**src/rtl/change_dispenser_if.sv**
```systemverilog
// Request and coin-hopper signal bundle between the vending controller and the change dispenser.
interface change_dispenser_if #(
   parameter int unsigned AMT_W = 5,
   parameter int unsigned CNT_W = 4
);
   logic             req_valid;
   logic [AMT_W-1:0] req_amount;
   logic             req_ready;
   logic [2:0]       coin_sel;
   logic             coin_valid;
   logic             hopper_ack;
   logic             restock;
   logic             busy;
   logic             done;
   logic             fault;
   logic [AMT_W-1:0] remaining;
   logic [CNT_W-1:0] cnt5;
   logic [CNT_W-1:0] cnt2;
   logic [CNT_W-1:0] cnt1;

   // Dispenser side
   modport slave (
      input  req_valid, req_amount, hopper_ack, restock,
      output req_ready, coin_sel, coin_valid, busy, done, fault, remaining, cnt5, cnt2, cnt1
   );

   // Controller / hopper side
   modport master (
      output req_valid, req_amount, hopper_ack, restock,
      input  req_ready, coin_sel, coin_valid, busy, done, fault, remaining, cnt5, cnt2, cnt1
   );
endinterface

```
**src/rtl/change_dispenser.sv**
```systemverilog
// Greedy Rs5/Rs2/Rs1 change payout: one coin at a time, held until the hopper acks it,
// with per-denomination inventory and a sticky fault for unpayable amounts or hopper timeouts.
module change_dispenser #(
   parameter int unsigned AMT_W       = 5,
   parameter int unsigned CNT_W       = 4,
   parameter int unsigned INIT_COUNT  = 8,
   parameter int unsigned GAP_CYCLES  = 4,
   parameter int unsigned ACK_TIMEOUT = 255
) (
   input logic               clk,
   input logic               reset,
   change_dispenser_if.slave bus
);
   localparam int unsigned TO_W  = $clog2(ACK_TIMEOUT + 1);
   localparam int unsigned GAP_W = $clog2(GAP_CYCLES + 1);
   localparam logic [CNT_W-1:0] INIT_CNT = CNT_W'(INIT_COUNT);
   localparam logic [2:0] SEL5 = 3'b100;
   localparam logic [2:0] SEL2 = 3'b010;
   localparam logic [2:0] SEL1 = 3'b001;

   typedef enum logic [2:0] {S_IDLE, S_SELECT, S_ISSUE, S_GAP, S_FAULT} state_t;

   state_t            r_state,     w_state;
   logic [AMT_W-1:0]  r_remaining, w_remaining;
   logic [2:0]        r_coin_sel,  w_coin_sel;
   logic              r_coin_valid, w_coin_valid;
   logic              r_busy,      w_busy;
   logic              r_done,      w_done;
   logic              r_fault,     w_fault;
   logic [CNT_W-1:0]  r_cnt5,      w_cnt5;
   logic [CNT_W-1:0]  r_cnt2,      w_cnt2;
   logic [CNT_W-1:0]  r_cnt1,      w_cnt1;
   logic [TO_W-1:0]   r_tcnt,      w_tcnt;
   logic [GAP_W-1:0]  r_gcnt,      w_gcnt;
   logic [AMT_W-1:0]  w_coin_val;

   // Value in Rs of the coin currently presented
   always_comb begin
      w_coin_val = '0;
      if (r_coin_sel[2])      w_coin_val = AMT_W'(5);
      else if (r_coin_sel[1]) w_coin_val = AMT_W'(2);
      else if (r_coin_sel[0]) w_coin_val = AMT_W'(1);
   end

   // State register and all registered outputs
   always_ff @(posedge clk or posedge reset) begin
      if (reset) begin
         r_state      <= S_IDLE;
         r_remaining  <= '0;
         r_coin_sel   <= '0;
         r_coin_valid <= 1'b0;
         r_busy       <= 1'b0;
         r_done       <= 1'b0;
         r_fault      <= 1'b0;
         r_cnt5       <= INIT_CNT;
         r_cnt2       <= INIT_CNT;
         r_cnt1       <= INIT_CNT;
         r_tcnt       <= '0;
         r_gcnt       <= '0;
      end else begin
         r_state      <= w_state;
         r_remaining  <= w_remaining;
         r_coin_sel   <= w_coin_sel;
         r_coin_valid <= w_coin_valid;
         r_busy       <= w_busy;
         r_done       <= w_done;
         r_fault      <= w_fault;
         r_cnt5       <= w_cnt5;
         r_cnt2       <= w_cnt2;
         r_cnt1       <= w_cnt1;
         r_tcnt       <= w_tcnt;
         r_gcnt       <= w_gcnt;
      end
   end

   // Next-state and next-output decode
   always_comb begin
      w_state      = r_state;
      w_remaining  = r_remaining;
      w_coin_sel   = r_coin_sel;
      w_coin_valid = r_coin_valid;
      w_busy       = r_busy;
      w_done       = 1'b0;
      w_fault      = r_fault;
      w_cnt5       = r_cnt5;
      w_cnt2       = r_cnt2;
      w_cnt1       = r_cnt1;
      w_tcnt       = r_tcnt;
      w_gcnt       = r_gcnt;

      unique case (r_state)
         S_IDLE: begin
            if (bus.restock) begin
               w_cnt5 = INIT_CNT;
               w_cnt2 = INIT_CNT;
               w_cnt1 = INIT_CNT;
            end
            if (bus.req_valid) begin
               w_remaining = bus.req_amount;
               w_busy      = 1'b1;
               w_state     = S_SELECT;
            end
         end
         S_SELECT: begin
            // Greedy, largest denomination first; no backtracking
            if (r_remaining >= AMT_W'(5) && r_cnt5 != '0) begin
               w_coin_sel = SEL5;
            end else if (r_remaining >= AMT_W'(2) && r_cnt2 != '0) begin
               w_coin_sel = SEL2;
            end else if (r_remaining >= AMT_W'(1) && r_cnt1 != '0) begin
               w_coin_sel = SEL1;
            end
            if (w_coin_sel != 3'b000) begin
               w_coin_valid = 1'b1;
               w_tcnt       = '0;
               w_state      = S_ISSUE;
            end else if (r_remaining == '0) begin
               w_done  = 1'b1;
               w_busy  = 1'b0;
               w_state = S_IDLE;
            end else begin
               w_fault = 1'b1;
               w_busy  = 1'b0;
               w_state = S_FAULT;
            end
         end
         S_ISSUE: begin
            if (bus.hopper_ack) begin
               w_coin_valid = 1'b0;
               w_coin_sel   = '0;
               w_remaining  = r_remaining - w_coin_val;
               if (r_coin_sel[2])      w_cnt5 = r_cnt5 - CNT_W'(1);
               else if (r_coin_sel[1]) w_cnt2 = r_cnt2 - CNT_W'(1);
               else                    w_cnt1 = r_cnt1 - CNT_W'(1);
               w_gcnt  = '0;
               w_state = S_GAP;
            end else if (r_tcnt == TO_W'(ACK_TIMEOUT - 1)) begin
               w_coin_valid = 1'b0;
               w_coin_sel   = '0;
               w_fault      = 1'b1;
               w_busy       = 1'b0;
               w_state      = S_FAULT;
            end else begin
               w_tcnt = r_tcnt + TO_W'(1);
            end
         end
         S_GAP: begin
            if (r_gcnt == GAP_W'(GAP_CYCLES - 1)) w_state = S_SELECT;
            else                                  w_gcnt  = r_gcnt + GAP_W'(1);
         end
         S_FAULT: begin
            if (bus.restock) begin
               w_fault     = 1'b0;
               w_remaining = '0;
               w_cnt5      = INIT_CNT;
               w_cnt2      = INIT_CNT;
               w_cnt1      = INIT_CNT;
               w_state     = S_IDLE;
            end
         end
         default: w_state = S_IDLE;
      endcase
   end

   // Ready is the only combinational output
   assign bus.req_ready  = (r_state == S_IDLE);
   assign bus.coin_sel   = r_coin_sel;
   assign bus.coin_valid = r_coin_valid;
   assign bus.busy       = r_busy;
   assign bus.done       = r_done;
   assign bus.fault      = r_fault;
   assign bus.remaining  = r_remaining;
   assign bus.cnt5       = r_cnt5;
   assign bus.cnt2       = r_cnt2;
   assign bus.cnt1       = r_cnt1;
endmodule

```
**src/flat_wrapper.sv**
```systemverilog
// flat-port wrapper written by rule: the top's interface ports become plain ports
module change_dispenser_flat 
#(
   parameter int unsigned AMT_W       = 5,
   parameter int unsigned CNT_W       = 4,
   parameter int unsigned INIT_COUNT  = 8,
   parameter int unsigned GAP_CYCLES  = 4,
   parameter int unsigned ACK_TIMEOUT = 255
)
  (clk, reset, bus_req_valid, bus_req_amount, bus_hopper_ack, bus_restock, bus_req_ready, bus_coin_sel, bus_coin_valid, bus_busy, bus_done, bus_fault, bus_remaining, bus_cnt5, bus_cnt2, bus_cnt1);
  change_dispenser_if #(.AMT_W(AMT_W), .CNT_W(CNT_W)) bus_i ();
  input logic clk;
  input logic reset;
  input wire logic [$bits(bus_i.req_valid)-1:0] bus_req_valid;
  input wire logic [$bits(bus_i.req_amount)-1:0] bus_req_amount;
  input wire logic [$bits(bus_i.hopper_ack)-1:0] bus_hopper_ack;
  input wire logic [$bits(bus_i.restock)-1:0] bus_restock;
  output wire logic [$bits(bus_i.req_ready)-1:0] bus_req_ready;
  output wire logic [$bits(bus_i.coin_sel)-1:0] bus_coin_sel;
  output wire logic [$bits(bus_i.coin_valid)-1:0] bus_coin_valid;
  output wire logic [$bits(bus_i.busy)-1:0] bus_busy;
  output wire logic [$bits(bus_i.done)-1:0] bus_done;
  output wire logic [$bits(bus_i.fault)-1:0] bus_fault;
  output wire logic [$bits(bus_i.remaining)-1:0] bus_remaining;
  output wire logic [$bits(bus_i.cnt5)-1:0] bus_cnt5;
  output wire logic [$bits(bus_i.cnt2)-1:0] bus_cnt2;
  output wire logic [$bits(bus_i.cnt1)-1:0] bus_cnt1;
  assign bus_i.req_valid = bus_req_valid;
  assign bus_i.req_amount = bus_req_amount;
  assign bus_i.hopper_ack = bus_hopper_ack;
  assign bus_i.restock = bus_restock;
  assign bus_req_ready = bus_i.req_ready;
  assign bus_coin_sel = bus_i.coin_sel;
  assign bus_coin_valid = bus_i.coin_valid;
  assign bus_busy = bus_i.busy;
  assign bus_done = bus_i.done;
  assign bus_fault = bus_i.fault;
  assign bus_remaining = bus_i.remaining;
  assign bus_cnt5 = bus_i.cnt5;
  assign bus_cnt2 = bus_i.cnt2;
  assign bus_cnt1 = bus_i.cnt1;
  change_dispenser #(.AMT_W(AMT_W), .CNT_W(CNT_W), .INIT_COUNT(INIT_COUNT), .GAP_CYCLES(GAP_CYCLES), .ACK_TIMEOUT(ACK_TIMEOUT)) u_core (.clk(clk), .reset(reset), .bus(bus_i));
endmodule
```
**config.mk**
```make
export PLATFORM = sky130hd
export DESIGN_NAME = change_dispenser_flat
export DESIGN_NICKNAME = d
export VERILOG_FILES = /design/src/rtl/change_dispenser_if.sv /design/src/rtl/change_dispenser.sv /design/src/flat_wrapper.sv
export SDC_FILE = /design/constraint.sdc
export NUM_CORES = 1
export LEC_CHECK = 0
export CAP_MARGIN = 5
export CORE_AREA = 10 10 74 76
export DETAILED_ROUTE_END_ITERATION = 8
export DIE_AREA = 0 0 84 86
export GPL_TIMING_DRIVEN = 0
export PLACE_DENSITY = 0.89
export SETUP_SLACK_MARGIN = 0.15
export SLEW_MARGIN = 20
export SYNTH_ARGS = -nofsm -noshare
export SYNTH_HDL_FRONTEND = slang
export SYNTH_SLANG_ARGS = --single-unit
```
**constraint.sdc**
```tcl
create_clock -name clk -period 4.4 [get_ports clk]
set_input_delay 0.88 -clock clk [delete_from_list [all_inputs] [get_ports clk]]
set_output_delay 0.88 -clock clk [all_outputs]
set_load 0.01 [all_outputs]
```
Word level (Yosys, flattened, before mapping)
Index checks and enable logic that the tools add are counted.
Word-level totals
  register bits after elaboration: 38
  input port bits: 10
  output and inout bits: 25
Operators by class
  add/subtract/negate cells: 6
  $lt $le $gt $ge: 3
  equality and inequality tests: 23
  mux-type cells: 58
  reductions and logical operators: 27
Operators by type and width (number)
  two-way mux 3 bit: 15
  two-way mux 4 bit: 9
  two-way mux 5 bit: 5
  two-way mux 8 bit: 3
  one-hot mux 4 bit (2 select lines): 3
  inequality test 2 bit (second input constant): 10
  one-hot mux 8 bit (2 select lines): 1
  AND reduction 4 bit: 4
  two-way mux 1 bit: 15
  one-hot mux 3 bit (5 select lines): 1
  one-hot mux 5 bit (3 select lines): 1
  AND reduction 5 bit: 3
  inequality test 2 x 1 -> 1 bit (second input constant): 6
  one-hot mux 3 bit (2 select lines): 2
  nonzero test 3 bit: 4
  nonzero test 4 bit: 3
  subtractor 4 x 1 -> 4 bit (second input constant): 3
  equality test 3 x 2 -> 1 bit (second input constant): 3
  adder 8 x 1 -> 8 bit (second input constant): 1
  equality test 8 bit (second input constant): 1
  one-hot mux 1 bit (3 select lines): 2
  AND reduction 3 bit: 2
  AND reduction 6 bit: 1
  nonzero test 2 bit: 3
  other kinds (14): 16

Longest topological paths before layout
  depth in word-level cells: 9
  depth in mapped cells: 9
  mapped depth without buffers: 9

Worst setup path after synthesis
No wires, ideal clock.
  path type: input to register
  start point: input port bus_hopper_ack
  end point: register u_core.r_remaining[3] (netlist: u_core.bus.remaining[3])
  setup time: 121 ps
  arrival time: 2101 ps
  path slack: 2178 ps
  cell stages on the path: 6
  path buffers: 1
  cell sequence: clkbuf_1 -> nand2_1 -> o22a_1 -> nor2_1 -> o21ai_0 -> a22o_1
Between the ends
  word-level cells in the longest chain between the ends: 2
RTL lines
  start, declared: line flat_wrapper.sv:16  | input wire logic [$bits(bus_i.hopper_ack)-1:0] bus_hopper_ack;
  inequality test 2 bit (no source line)
  AND reduction 4 bit (no source line)
  end signal, assigned: line change_dispenser.sv:62  | r_remaining <= w_remaining;
  end, declared: line change_dispenser.sv:24  | logic [AMT_W-1:0] r_remaining, w_remaining;
Every way passes these cells.
A chain may end at the register's enable or synchronous reset.

Worst setup path in the final report
  start point: register u_core.r_state[1]
  end point: output port bus_req_ready
Between the ends
  word-level cells in the longest chain between the ends: 1
RTL lines
  start, declared: line change_dispenser.sv:23  | state_t r_state, w_state;
  start signal, assigned: line change_dispenser.sv:61  | r_state <= w_state;
  zero test 3 bit: line change_dispenser.sv:166  | assign bus.req_ready = (r_state == S_IDLE);
  end, declared: line flat_wrapper.sv:18  | output wire logic [$bits(bus_i.req_ready)-1:0] bus_req_ready;
Every way passes these cells.

==> run metrics <==
outcome=finished, final reports clean; Avg Cell Area, Syn=around 9.2 um2; Startpoint Class=register; Site Rows=23; RR Endpoint=u_core.r_tcnt[3]; CP max stage cell=clkdlybuf4s50_1; Detail Route Antenna Nets=0; Synth area leader=dfrtp_1; CTS max path bufs=2; CP Data Arrival Time=1960 ps; Via Count=about 2100; largest net degree at the start of global routing=31; fin area=between 2000 and 3000 um2; reg2reg setup slack=2120 ps; Crit. End Element=output port; ys async rst share=100%; PortBufs=33; Max-slew headroom=55.0%; synthesized flop and latch total=38; Max VDD drop=0.363 mV; count leader, synth=dfrtp_1; PnR Total Power=2.06 mW; syn_nets=273; first-pass GRT wire length=9.78 mm; die area=7220 um2; Post-synth EDFFs=0; R2R Path Start=u_core.bus.cnt1[0]; pwr dens=roughly 730 nW/um2; # IOs=35; Leak Pwr=1.19 nW; share of cells above drive strength 1=under 10%; Post-synth top cells=dfrtp_1, o21ai_0, nor2_1; Reg clk slew, reported paths=80 ps; Syn-to-layout area delta=22.6%; initial antenna violation count=0; H-tree Lvls=2; synth unique cells=53; post-CTS setup buffers=0; dpl hpwl=~4.3 mm; Top FF cell, synth=dfrtp_1; wire length per cell=16.8 um; YS warnings=0; Final nets=314; Num CTS Buffers=5; highest routed layer=met4; final setup vio count=0; Req. time, crit path=3520 ps; skew final=9.00 ps; # diodes=0; Post-Syn Area=2300 um2; Tmin final=~2800 ps; placed cells=334; routed wire length=around 5.8 mm; Final TNS setup=0 ps; Slew @ Worst Pin=673 ps; Slew Limit Fails=0; Crit Path Max Fanout=10; min-delay src=u_core.r_tcnt[4]; Layout Cells excl Fill=342; Root Driver=clkbuf_8; final hold viol count=0; CORE AREA=3970 um2; fin worst setup slack=1560 ps; type of the worst min-delay path=reg2reg; number of iterations in the first detailed-routing pass=6; Die Height=86 um; WL met1=about 2.5 mm; pre-CTS WS=1480 ps; clk sinks=38; WL met2=2.78 mm; Met3 Routed Length=350 um; Syn Inst Count=250; Worst Hold Depth=1; number of global-route vias before repair=2073; register area share after synthesis=between 40% and 50%; CTS tree=yes; CTS resizes=0; RSZ-0062 raised after global routing=no; R2R depth=8; area post-placement=2710 um2; CP max stage delay=between 500 and 600 ps; CP Cell Sequence=clkbuf_1 > or2_2 > nor2_1 > clkdlybuf4s50_1; Max Cap Viol=0; Max Clk Rate=0.353 GHz; vias per cell=roughly 6.1; cts-stage hold buffer count=0; dominant cells by area after synthesis=dfrtp_1, ha_1, o21ai_0, nor2_1, dfstp_2; Tot GR Track Use=16.2%; initial core utilization=57.8%; grt ovf=0; first-iteration detailed-routing DRC count=144; Placer Congestion=0.909; clk_lat worst skew=300 ps; worst hold endpoint=u_core.r_tcnt[4]; Yosys top cell area share=between 30% and 40%; DRC violations left=0; critical path class=reg2out; Die X=84 um; final worst path period share=64.5%
[critical path: cells and delay by family, from the launching register on]
kind,cells,cell delay (ps)
and+or+nand+nor,2,480
DFF,1,420
buffers and inverters,2,770
[registers in the layout (all words and copies together), names as in the netlist]
register	cells
u_core.r_gcnt	3
u_core.bus.cnt2	4
u_core.bus.busy	1
u_core.bus.remaining	5
u_core.bus.coin_sel	3
u_core.r_state	3
u_core.bus.cnt5	4
u_core.bus.fault	1
u_core.bus.coin_valid	1
u_core.r_tcnt	8
u_core.bus.done	1
u_core.bus.cnt1	4
[kinds of logic after synthesis]
| kind of cell | after synthesis | synth area share [%] |
|---|---|---|
| AO/OA/AOI/OAI | 82 | 24.0 |
| AND/OR/NAND/NOR | 84 | 19.0 |
| adder cells (fa/ha/maj) | 13 | 7.41 |
| XOR/XNOR | 5 | 1.91 |
| buffers and inverters | 25 | 4.74 |
| multiplexers | 3 | 1.36 |
| flip-flops | 38 | 41.6 |
[how the worst max path moves through the flow]
| stage | endpoint | start | depth (start not counted) |
|---|---|---|---|
| after detailed placement | u_core.bus.cnt2[3] | bus_restock | 6 |
| after global placement | u_core.bus.cnt2[3] | bus_restock | 6 |
| after global routing | bus_req_ready | u_core.r_state[1] | 4 |
| after CTS | bus_req_ready | u_core.r_state[1] | 4 |
| final | bus_req_ready | u_core.r_state[1] | 4 |
| after floorplan | u_core.bus.remaining[3] | bus_hopper_ack | 6 |
[placed cells by master, fill, tap and decap left out, types with 2 or more instances in the layout]
master / netlist / layout
xor2_1: 2 / 2
a31o_2: 2 / 2
o31ai_1: 6 / 6
nor3_1: 3 / 3
xnor2_1: 3 / 3
mux2i_1: 2 / 2
or3_1: 5 / 5
nor3b_1: 4 / 4
clkdlybuf4s50_1: 0 / 33
clkbuf_8: 0 / 5
buf_2: 3 / 3
nand3_1: 6 / 6
a31oi_1: 3 / 3
a22o_1: 9 / 9
ha_1: 12 / 12
nand2_1: 20 / 20
o21bai_1: 2 / 2
nand2b_1: 3 / 3
and3_1: 2 / 2
nand4_1: 2 / 2
o2111ai_1: 3 / 3
dfrtp_1: 35 / 35
o21ai_0: 27 / 27
nor2_1: 23 / 23
a22oi_1: 3 / 3
clkbuf_1: 4 / 6
inv_1: 16 / 15
a21oi_1: 14 / 14
a21o_1: 3 / 3
nor2b_1: 2 / 2
dfstp_2: 3 / 3
and2_1: 2 / 2
nor4_1: 4 / 4
[stage by stage]
| stage | hold WS [ps] | utilization (%) |
|---|---|---|
| 2_1_floorplan | 465 | - |
| 3_3_place_gp | 494 | 67.7 |
| 3_5_place_dp | 508 | 68.2 |
| 4_1_cts | 517 | 70.9 |
| 5_1_grt | 542 | 70.9 |
| 6_report | 518 | 70.9 |
[cell type report]
class,count,area (um2)
clock buffers,7,76.3
repair buffers,34,350
flip-flops and latches,38,955
fillers,323,1160
multi-input cells,187,1230
inverters,16,60.1
plain buffers,9,48.8
well taps,50,62.6
clock inverters,1,30.0
[report_power, final]
part	internal [mW]	switching (mW)	leakage (nW)	total (mW)
Sequential	0.488	0.142	0.485	0.630
Clock	0.170	0.123	0.0524	0.293
Combinational	0.518	0.622	0.648	1.14
[layer usage]
metal | vias up | track usage [%]
met5 | - | 0
met4 | 0 | 7.46
met3 | 18 | 4.45
met2 | 65 | 27.3
met1 | 1015 | 18.6
li1 | 997 | -
Note: power is estimated with default switching activity, not from simulation.
